[config.mk]
export PLATFORM = sky130hd
export DESIGN_NAME = hook_launch_controller
export DESIGN_NICKNAME = d
export VERILOG_FILES = /design/src/rtl/hook_pkg.sv /design/src/rtl/edge_detect.sv /design/src/rtl/hook_launch_controller.sv
export SDC_FILE = /design/constraint.sdc
export NUM_CORES = 1
export LEC_CHECK = 0
export CAP_MARGIN = 20
export CORE_MARGIN = 2
export CORE_UTILIZATION = 40
export CTS_CLUSTER_SIZE = 30
export DETAILED_ROUTE_END_ITERATION = 8
export SLEW_MARGIN = 20
export SYNTH_ARGS = -nofsm -noshare
export SYNTH_HDL_FRONTEND = slang
export SYNTH_SLANG_ARGS = --single-unit
[constraint.sdc]
create_clock -name clk -period 4.75 [get_ports clk]
set_clock_uncertainty 0.15 [all_clocks]
set_input_delay 0.95 -clock clk [delete_from_list [all_inputs] [get_ports clk]]
set_output_delay 0.95 -clock clk [all_outputs]
set_load 0.01 [all_outputs]
[src/rtl/hook_pkg.sv]
// Shared types and constants for the hook launch sequencer: FSM states,
// object classes and the per-class score lookup.
package hook_pkg;

  typedef enum logic [2:0] {
    IDLE,
    ARMED,
    LAUNCH,
    EXTEND,
    RETRACT,
    COOLDOWN
  } hook_state_t;

  localparam logic [1:0] CLASS_NONE  = 2'd0;
  localparam logic [1:0] CLASS_SMALL = 2'd1;
  localparam logic [1:0] CLASS_BIG   = 2'd2;
  localparam logic [1:0] CLASS_ROCK  = 2'd3;

  localparam int unsigned SCORE_SMALL_DEF = 10;
  localparam int unsigned SCORE_BIG_DEF   = 50;
  localparam int unsigned SCORE_ROCK_DEF  = 2;

  function automatic logic [7:0] class_to_score(input logic [1:0] cls,
                                                input logic [7:0] s_small,
                                                input logic [7:0] s_big,
                                                input logic [7:0] s_rock);
    case (cls)
      CLASS_SMALL: class_to_score = s_small;
      CLASS_BIG:   class_to_score = s_big;
      CLASS_ROCK:  class_to_score = s_rock;
      default:     class_to_score = 8'd0;
    endcase
  endfunction

endpackage

[src/rtl/edge_detect.sv]
// Rising-edge detector: remembers the previous level in a register and
// flags the cycle where the input is high but was low before.
module edge_detect (
  input  logic clk,
  input  logic rst,
  input  logic d,
  output logic rise
);

  logic d_q;

  always_ff @(posedge clk) begin
    if (rst) d_q <= 1'b0;
    else     d_q <= d;
  end

  assign rise = d & ~d_q;

endmodule

[src/rtl/hook_launch_controller.sv]
// Launch/extend/retract sequencer for the cable mover: debounces the launch
// key into one request, forces returns, and reports the grabbed score.
module hook_launch_controller
  import hook_pkg::*;
#(
  parameter int unsigned MAX_EXTEND_FRAMES     = 90,
  parameter int unsigned LAUNCH_TIMEOUT_FRAMES = 4,
  parameter int unsigned COOLDOWN_FRAMES       = 8,
  parameter int unsigned SCORE_SMALL           = SCORE_SMALL_DEF,
  parameter int unsigned SCORE_BIG             = SCORE_BIG_DEF,
  parameter int unsigned SCORE_ROCK            = SCORE_ROCK_DEF
) (
  input  logic       clk,
  input  logic       resetN,
  input  logic       startOfFrame,
  input  logic       launchKey,
  input  logic       IsInCircular,
  input  logic       hitObject,
  input  logic [1:0] objectClass,
  input  logic       hitEdge,
  output logic       launch_Cable,
  output logic       collision,
  output logic       busy,
  output logic [1:0] grabbedClass,
  output logic       scoreValid,
  output logic [7:0] scoreAdd
);

  localparam logic [7:0] MAX_EXT = 8'(MAX_EXTEND_FRAMES);
  localparam logic [7:0] LAUNCH_TO = 8'(LAUNCH_TIMEOUT_FRAMES);
  localparam logic [7:0] COOL = 8'(COOLDOWN_FRAMES);

  function automatic logic [7:0] sat_inc(input logic [7:0] v);
    sat_inc = (v == 8'hFF) ? v : v + 8'd1;
  endfunction

  hook_state_t state;
  logic [7:0]  cnt;
  logic        key_r;
  logic        key_rise;
  logic        circ_rise;
  logic [7:0]  cnt_inc;

  // The key is registered before edge detection, so an edge arms two cycles later.
  always_ff @(posedge clk) begin
    if (resetN) key_r <= 1'b0;
    else        key_r <= launchKey;
  end

  edge_detect u_key_edge (
    .clk  (clk),
    .rst  (resetN),
    .d    (key_r),
    .rise (key_rise)
  );

  edge_detect u_circ_edge (
    .clk  (clk),
    .rst  (resetN),
    .d    (IsInCircular),
    .rise (circ_rise)
  );

  assign cnt_inc = sat_inc(cnt);

  always_ff @(posedge clk) begin
    if (resetN) begin
      state        <= IDLE;
      cnt          <= 8'd0;
      launch_Cable <= 1'b0;
      collision    <= 1'b0;
      busy         <= 1'b0;
      grabbedClass <= CLASS_NONE;
      scoreValid   <= 1'b0;
      scoreAdd     <= 8'd0;
    end else begin
      collision  <= 1'b0;
      scoreValid <= 1'b0;
      scoreAdd   <= 8'd0;
      if (startOfFrame) cnt <= cnt_inc;
      case (state)
        IDLE: begin
          if (key_rise && IsInCircular) begin
            state <= ARMED;
            cnt   <= 8'd0;
            busy  <= 1'b1;
          end
        end
        ARMED: begin
          if (startOfFrame) begin
            state        <= LAUNCH;
            cnt          <= 8'd0;
            launch_Cable <= 1'b1;
          end
        end
        LAUNCH: begin
          if (!IsInCircular) begin
            state        <= EXTEND;
            cnt          <= 8'd0;
            launch_Cable <= 1'b0;
          end else if (startOfFrame && cnt_inc >= LAUNCH_TO) begin
            state        <= IDLE;
            cnt          <= 8'd0;
            launch_Cable <= 1'b0;
            busy         <= 1'b0;
          end
        end
        EXTEND: begin
          // Object beats edge beats timeout; only an object hit carries a class.
          if (hitObject || hitEdge || (startOfFrame && cnt_inc >= MAX_EXT)) begin
            state        <= RETRACT;
            cnt          <= 8'd0;
            collision    <= 1'b1;
            grabbedClass <= hitObject ? objectClass : CLASS_NONE;
          end
        end
        RETRACT: begin
          if (circ_rise) begin
            state <= COOLDOWN;
            cnt   <= 8'd0;
            if (grabbedClass != CLASS_NONE) begin
              scoreValid <= 1'b1;
              scoreAdd   <= class_to_score(grabbedClass, 8'(SCORE_SMALL),
                                           8'(SCORE_BIG), 8'(SCORE_ROCK));
            end
          end
        end
        COOLDOWN: begin
          if (startOfFrame && cnt_inc >= COOL) begin
            state        <= IDLE;
            cnt          <= 8'd0;
            busy         <= 1'b0;
            grabbedClass <= CLASS_NONE;
          end
        end
        default: begin
          state        <= IDLE;
          cnt          <= 8'd0;
          launch_Cable <= 1'b0;
          busy         <= 1'b0;
        end
      endcase
    end
  end

endmodule

==> metrics.log <==
INFO  metric seq_total_area_yosys = 32.0%
INFO  metric report.final.hold_viol_count = 0
INFO  metric actual_transition_at_the_worst_max_transition_pin = 0.616 ns
INFO  metric chipWidth = 64.0 um
INFO  metric cts_tree = built
INFO  metric use_met1 = 26.3%
INFO  metric post_route_cells_drive_above_1_share = 6.57%
INFO  metric min_to = u_key_edge.d_q$_SDFF_PP0_
INFO  metric netlist_area = 1440 sq um
INFO  metric num_vias = 1,395
INFO  metric crit_path_end_kind = register
INFO  metric reg2reg_to = cnt[7]$_SDFF_PP0_
INFO  metric grt_pass1_wl = 5810 um
INFO  metric grt_max_degree = 20
INFO  metric timing.final.setup_violations = 0
INFO  metric grt_overflow_total = 0
INFO  metric holdBufCountCts = 0
INFO  metric holdPathStages = 1
INFO  metric cp-start-kind = input pin
INFO  metric worst_vdd_rail_ir_drop = 0.194 mV
INFO  metric timing.hold.ws = 0.326 ns
INFO  metric regToRegSetupSlack = 1.95 ns
INFO  metric clock_sinks = 23
INFO  metric fp.dieH = 64.0 um
INFO  metric clkLatencyLatePin = 0.33 ns
INFO  metric r2r-start = cnt[0]$_SDFF_PP0_
INFO  metric critPathMaxFanout = 19
INFO  metric number_of_global_route_vias_before_repair = 1,221
INFO  metric antenna_violating_nets_post_route = 0
INFO  metric core-area = 3390 sq um
INFO  metric tns = 0 ns
INFO  metric drt-pass1-iter-count = 4
INFO  metric design.portCount = 23
INFO  metric async_flop_share = 0%
INFO  metric fin_nets = 209
INFO  metric min_path_type = reg -> reg
INFO  metric post_cts.resized_instances = 0
INFO  metric globalRouteTotalUtil = 17.6%
INFO  metric worst_ep_required_time = 4.83 ns
INFO  metric most_crowded_layer_gr = met1
INFO  metric synthCells = 188
INFO  metric ys_warn_count = 0
INFO  metric fp-row-count = 21
INFO  metric final_period_minus_worst_setup_slack = 3.26 ns
INFO  metric crit_type = in -> reg
INFO  metric achievable-frequency = 0.307 GHz
INFO  metric synth_edf_count = 0
INFO  metric area_delta_synth_final = 13.0%
INFO  metric hpwlAfterDp = 2440 um
INFO  metric clock_tree.buffer_depth = 2
INFO  metric n_fill_cell = 351
INFO  metric antenna_cells_inserted = 0
INFO  metric synth_flop_cell = sky130_fd_sc_hd__dfxtp_1
INFO  metric die_area = 4090 sq um
INFO  metric numCtsBuffers = 3
INFO  metric met3_usage = 2.99%
INFO  metric timing_max_transition_violations_final = 0
INFO  metric htree_levels = 1
INFO  metric synth.ff_latch_count = 23
INFO  metric worst_endpoint_data_arrival_time = 3.34 ns
INFO  metric unrepaired_setup_endpoints_after_global_routing = no
INFO  metric worst_hold_startpoint = key_r$_SDFF_PP0_
INFO  metric dr.first_iter.drc_count = 70
INFO  metric finalWirelength = 3350 um
INFO  metric reported_leakage_power = 0.000578 uW
INFO  metric gp_congestion = 0.849
INFO  metric routed_via_density = 5.72
INFO  metric period_share = 68.6%
INFO  metric place.port_buffers = 18
INFO  metric clk_pin_slew = 0.13 ns
INFO  metric max-slew-margin-rel = 58.8%
INFO  metric root_buffer = sky130_fd_sc_hd__clkbuf_4
INFO  metric reg2reg_depth = 9
INFO  metric cellPowerDensity = 303 nW/um^2
INFO  metric avg_synthesized_cell_area = 7.65 sq um
INFO  metric max_cap_viol_count = 0
INFO  metric grt_util_met2 = 25.0%
INFO  metric wl_per_cell = 13.7 um
INFO  metric initial_core_util = 42.4%
INFO  metric synth_cell_type_count = 49
INFO  metric status = finished, final reports clean
INFO  metric drc = 0
INFO  metric antenna_found_initial = 0
INFO  metric post-cts-setup-buffer-count = 0
[metal layers]
| metal | part of all wire, % | up-vias |
|---|---|---|
| met4 | 1.0 | 0 |
| met5 | 0 | - |
| met3 | 5.8 | 5 |
| met2 | 45 | 52 |
| met1 | 48 | 640 |
| li1 | - | 698 |
[cell usage after synthesis (2+ instances only)]
| master | n | share of area [%] |
|---|---|---|
| sky130_fd_sc_hd__buf_4 | 5 | 2.6 |
| sky130_fd_sc_hd__nand3_2 | 2 | 1.4 |
| sky130_fd_sc_hd__and2_1 | 2 | 0.87 |
| sky130_fd_sc_hd__nor2_1 | 17 | 4.4 |
| sky130_fd_sc_hd__o21a_1 | 3 | 1.6 |
| sky130_fd_sc_hd__nand2_1 | 12 | 3.1 |
| sky130_fd_sc_hd__nand3_1 | 7 | 2.4 |
| sky130_fd_sc_hd__mux2i_1 | 2 | 1.4 |
| sky130_fd_sc_hd__or2_2 | 2 | 0.87 |
| sky130_fd_sc_hd__dfxtp_1 | 23 | 32 |
| sky130_fd_sc_hd__a41oi_1 | 2 | 1.2 |
| sky130_fd_sc_hd__buf_2 | 6 | 2.1 |
| sky130_fd_sc_hd__clkbuf_1 | 3 | 0.78 |
| sky130_fd_sc_hd__inv_1 | 8 | 2.1 |
| sky130_fd_sc_hd__a21oi_1 | 13 | 4.5 |
| sky130_fd_sc_hd__nor3_1 | 6 | 2.1 |
| sky130_fd_sc_hd__and3_1 | 4 | 1.7 |
| sky130_fd_sc_hd__nand4_1 | 3 | 1.3 |
| sky130_fd_sc_hd__nand2b_1 | 6 | 2.6 |
| sky130_fd_sc_hd__a21o_1 | 2 | 1.0 |
| sky130_fd_sc_hd__o21ai_0 | 14 | 4.9 |
| sky130_fd_sc_hd__o31a_1 | 4 | 2.4 |
| sky130_fd_sc_hd__nor2b_1 | 8 | 3.5 |
| sky130_fd_sc_hd__nor3b_1 | 4 | 2.1 |
| sky130_fd_sc_hd__a31oi_1 | 6 | 2.6 |
[worst max-delay path: stages]
cell and delay (ns):
sky130_fd_sc_hd__clkdlybuf4s50_1 0.86, sky130_fd_sc_hd__o21ai_0 0.18, sky130_fd_sc_hd__a221oi_1 0.26, sky130_fd_sc_hd__o31a_1 0.28, sky130_fd_sc_hd__o211ai_2 0.15, sky130_fd_sc_hd__nor2_1 0.27, sky130_fd_sc_hd__o21ai_0 0.13, sky130_fd_sc_hd__a31o_2 0.26
[cells by family (layout without fill, tap and decap cells)]
logic type               Yosys count  after routing  synth area share [%]
flip-flops                        23             23                  32.0
AND/OR/NAND/NOR                   79             79                  29.5
other                              1              4                 0.261
adder cells (fa/ha/maj)            1              1                 0.870
multiplexers                       3              3                  2.18
AO/OA/AOI/OAI                     58             58                  26.8
buffers and inverters             23             30                  8.36
[registers in the layout, summed over array words and instances, names as in the netlist]
name             cells
collision            1
grabbedClass         2
scoreAdd             3
state                3
busy                 1
key_r                1
u_key_edge.d_q       1
cnt                  8
scoreValid           1
launch_Cable         1
u_circ_edge.d_q      1
[power breakdown]
part           leakage [uW]  internal (uW)  switching (uW)
sequential         0.000187            210            20.7
combinational      0.000373           70.3            95.5
clock             0.0000177           31.6            64.6
total              0.000578            312             181
[final cells by class]
cell class	instances	area, sq um	share of cell area (%)
multi-input cells	145	868	53.5
flip-flops and latches	23	460	28.4
repair buffers	18	180	11.1
well taps	46	57.6	3.54
inverters	8	30.0	1.85
clock buffers	3	22.5	1.39
clock inverters	1	5.00	0.308
[how the worst max path moves through the flow]
stage                      start                    end  slack (ns)  depth (start not counted)
floorplan           startOfFrame  state[2]$_SDFFE_PP0P_        2.08                          8
global route        startOfFrame  state[2]$_SDFFE_PP0P_        1.21                          8
global placement    startOfFrame  state[2]$_SDFFE_PP0P_        1.33                          8
CTS                 startOfFrame  state[2]$_SDFFE_PP0P_        1.55                          8
detailed placement  startOfFrame  state[2]$_SDFFE_PP0P_        1.21                          8
finish              startOfFrame  state[2]$_SDFFE_PP0P_        1.49                          8
[per-stage QoR]
step | cell area [sq um] | std cells | utilization [%] | setup WS, ns | total power, uW
2_1_floorplan | 1450 | 191 | - | 2.08 | 355
3_3_place_gp | 1600 | 240 | 47.1 | 1.33 | 400
3_5_place_dp | 1600 | 240 | 47.1 | 1.21 | 399
4_1_cts | 1620 | 244 | 47.9 | 1.55 | 496
5_1_grt | 1620 | 244 | 47.9 | 1.21 | 532
6_report | 1620 | 244 | 47.9 | 1.49 | 493
[placed cells by master, fill, tap and decap left out, drive strengths merged, types with 3 or more instances in the layout]
cell,count
nand2,12
or2,3
nor2b,8
o21a,3
a21oi,13
conb,4
nand4,3
nor3b,4
inv,8
nor3,6
dfxtp,23
o31a,4
nand3,9
clkdlybuf4s50,18
nand2b,6
o21ai,15
and2,3
and3,4
clkbuf,3
a31oi,6
nor2,17
Note: power is estimated with default switching activity, not from simulation.
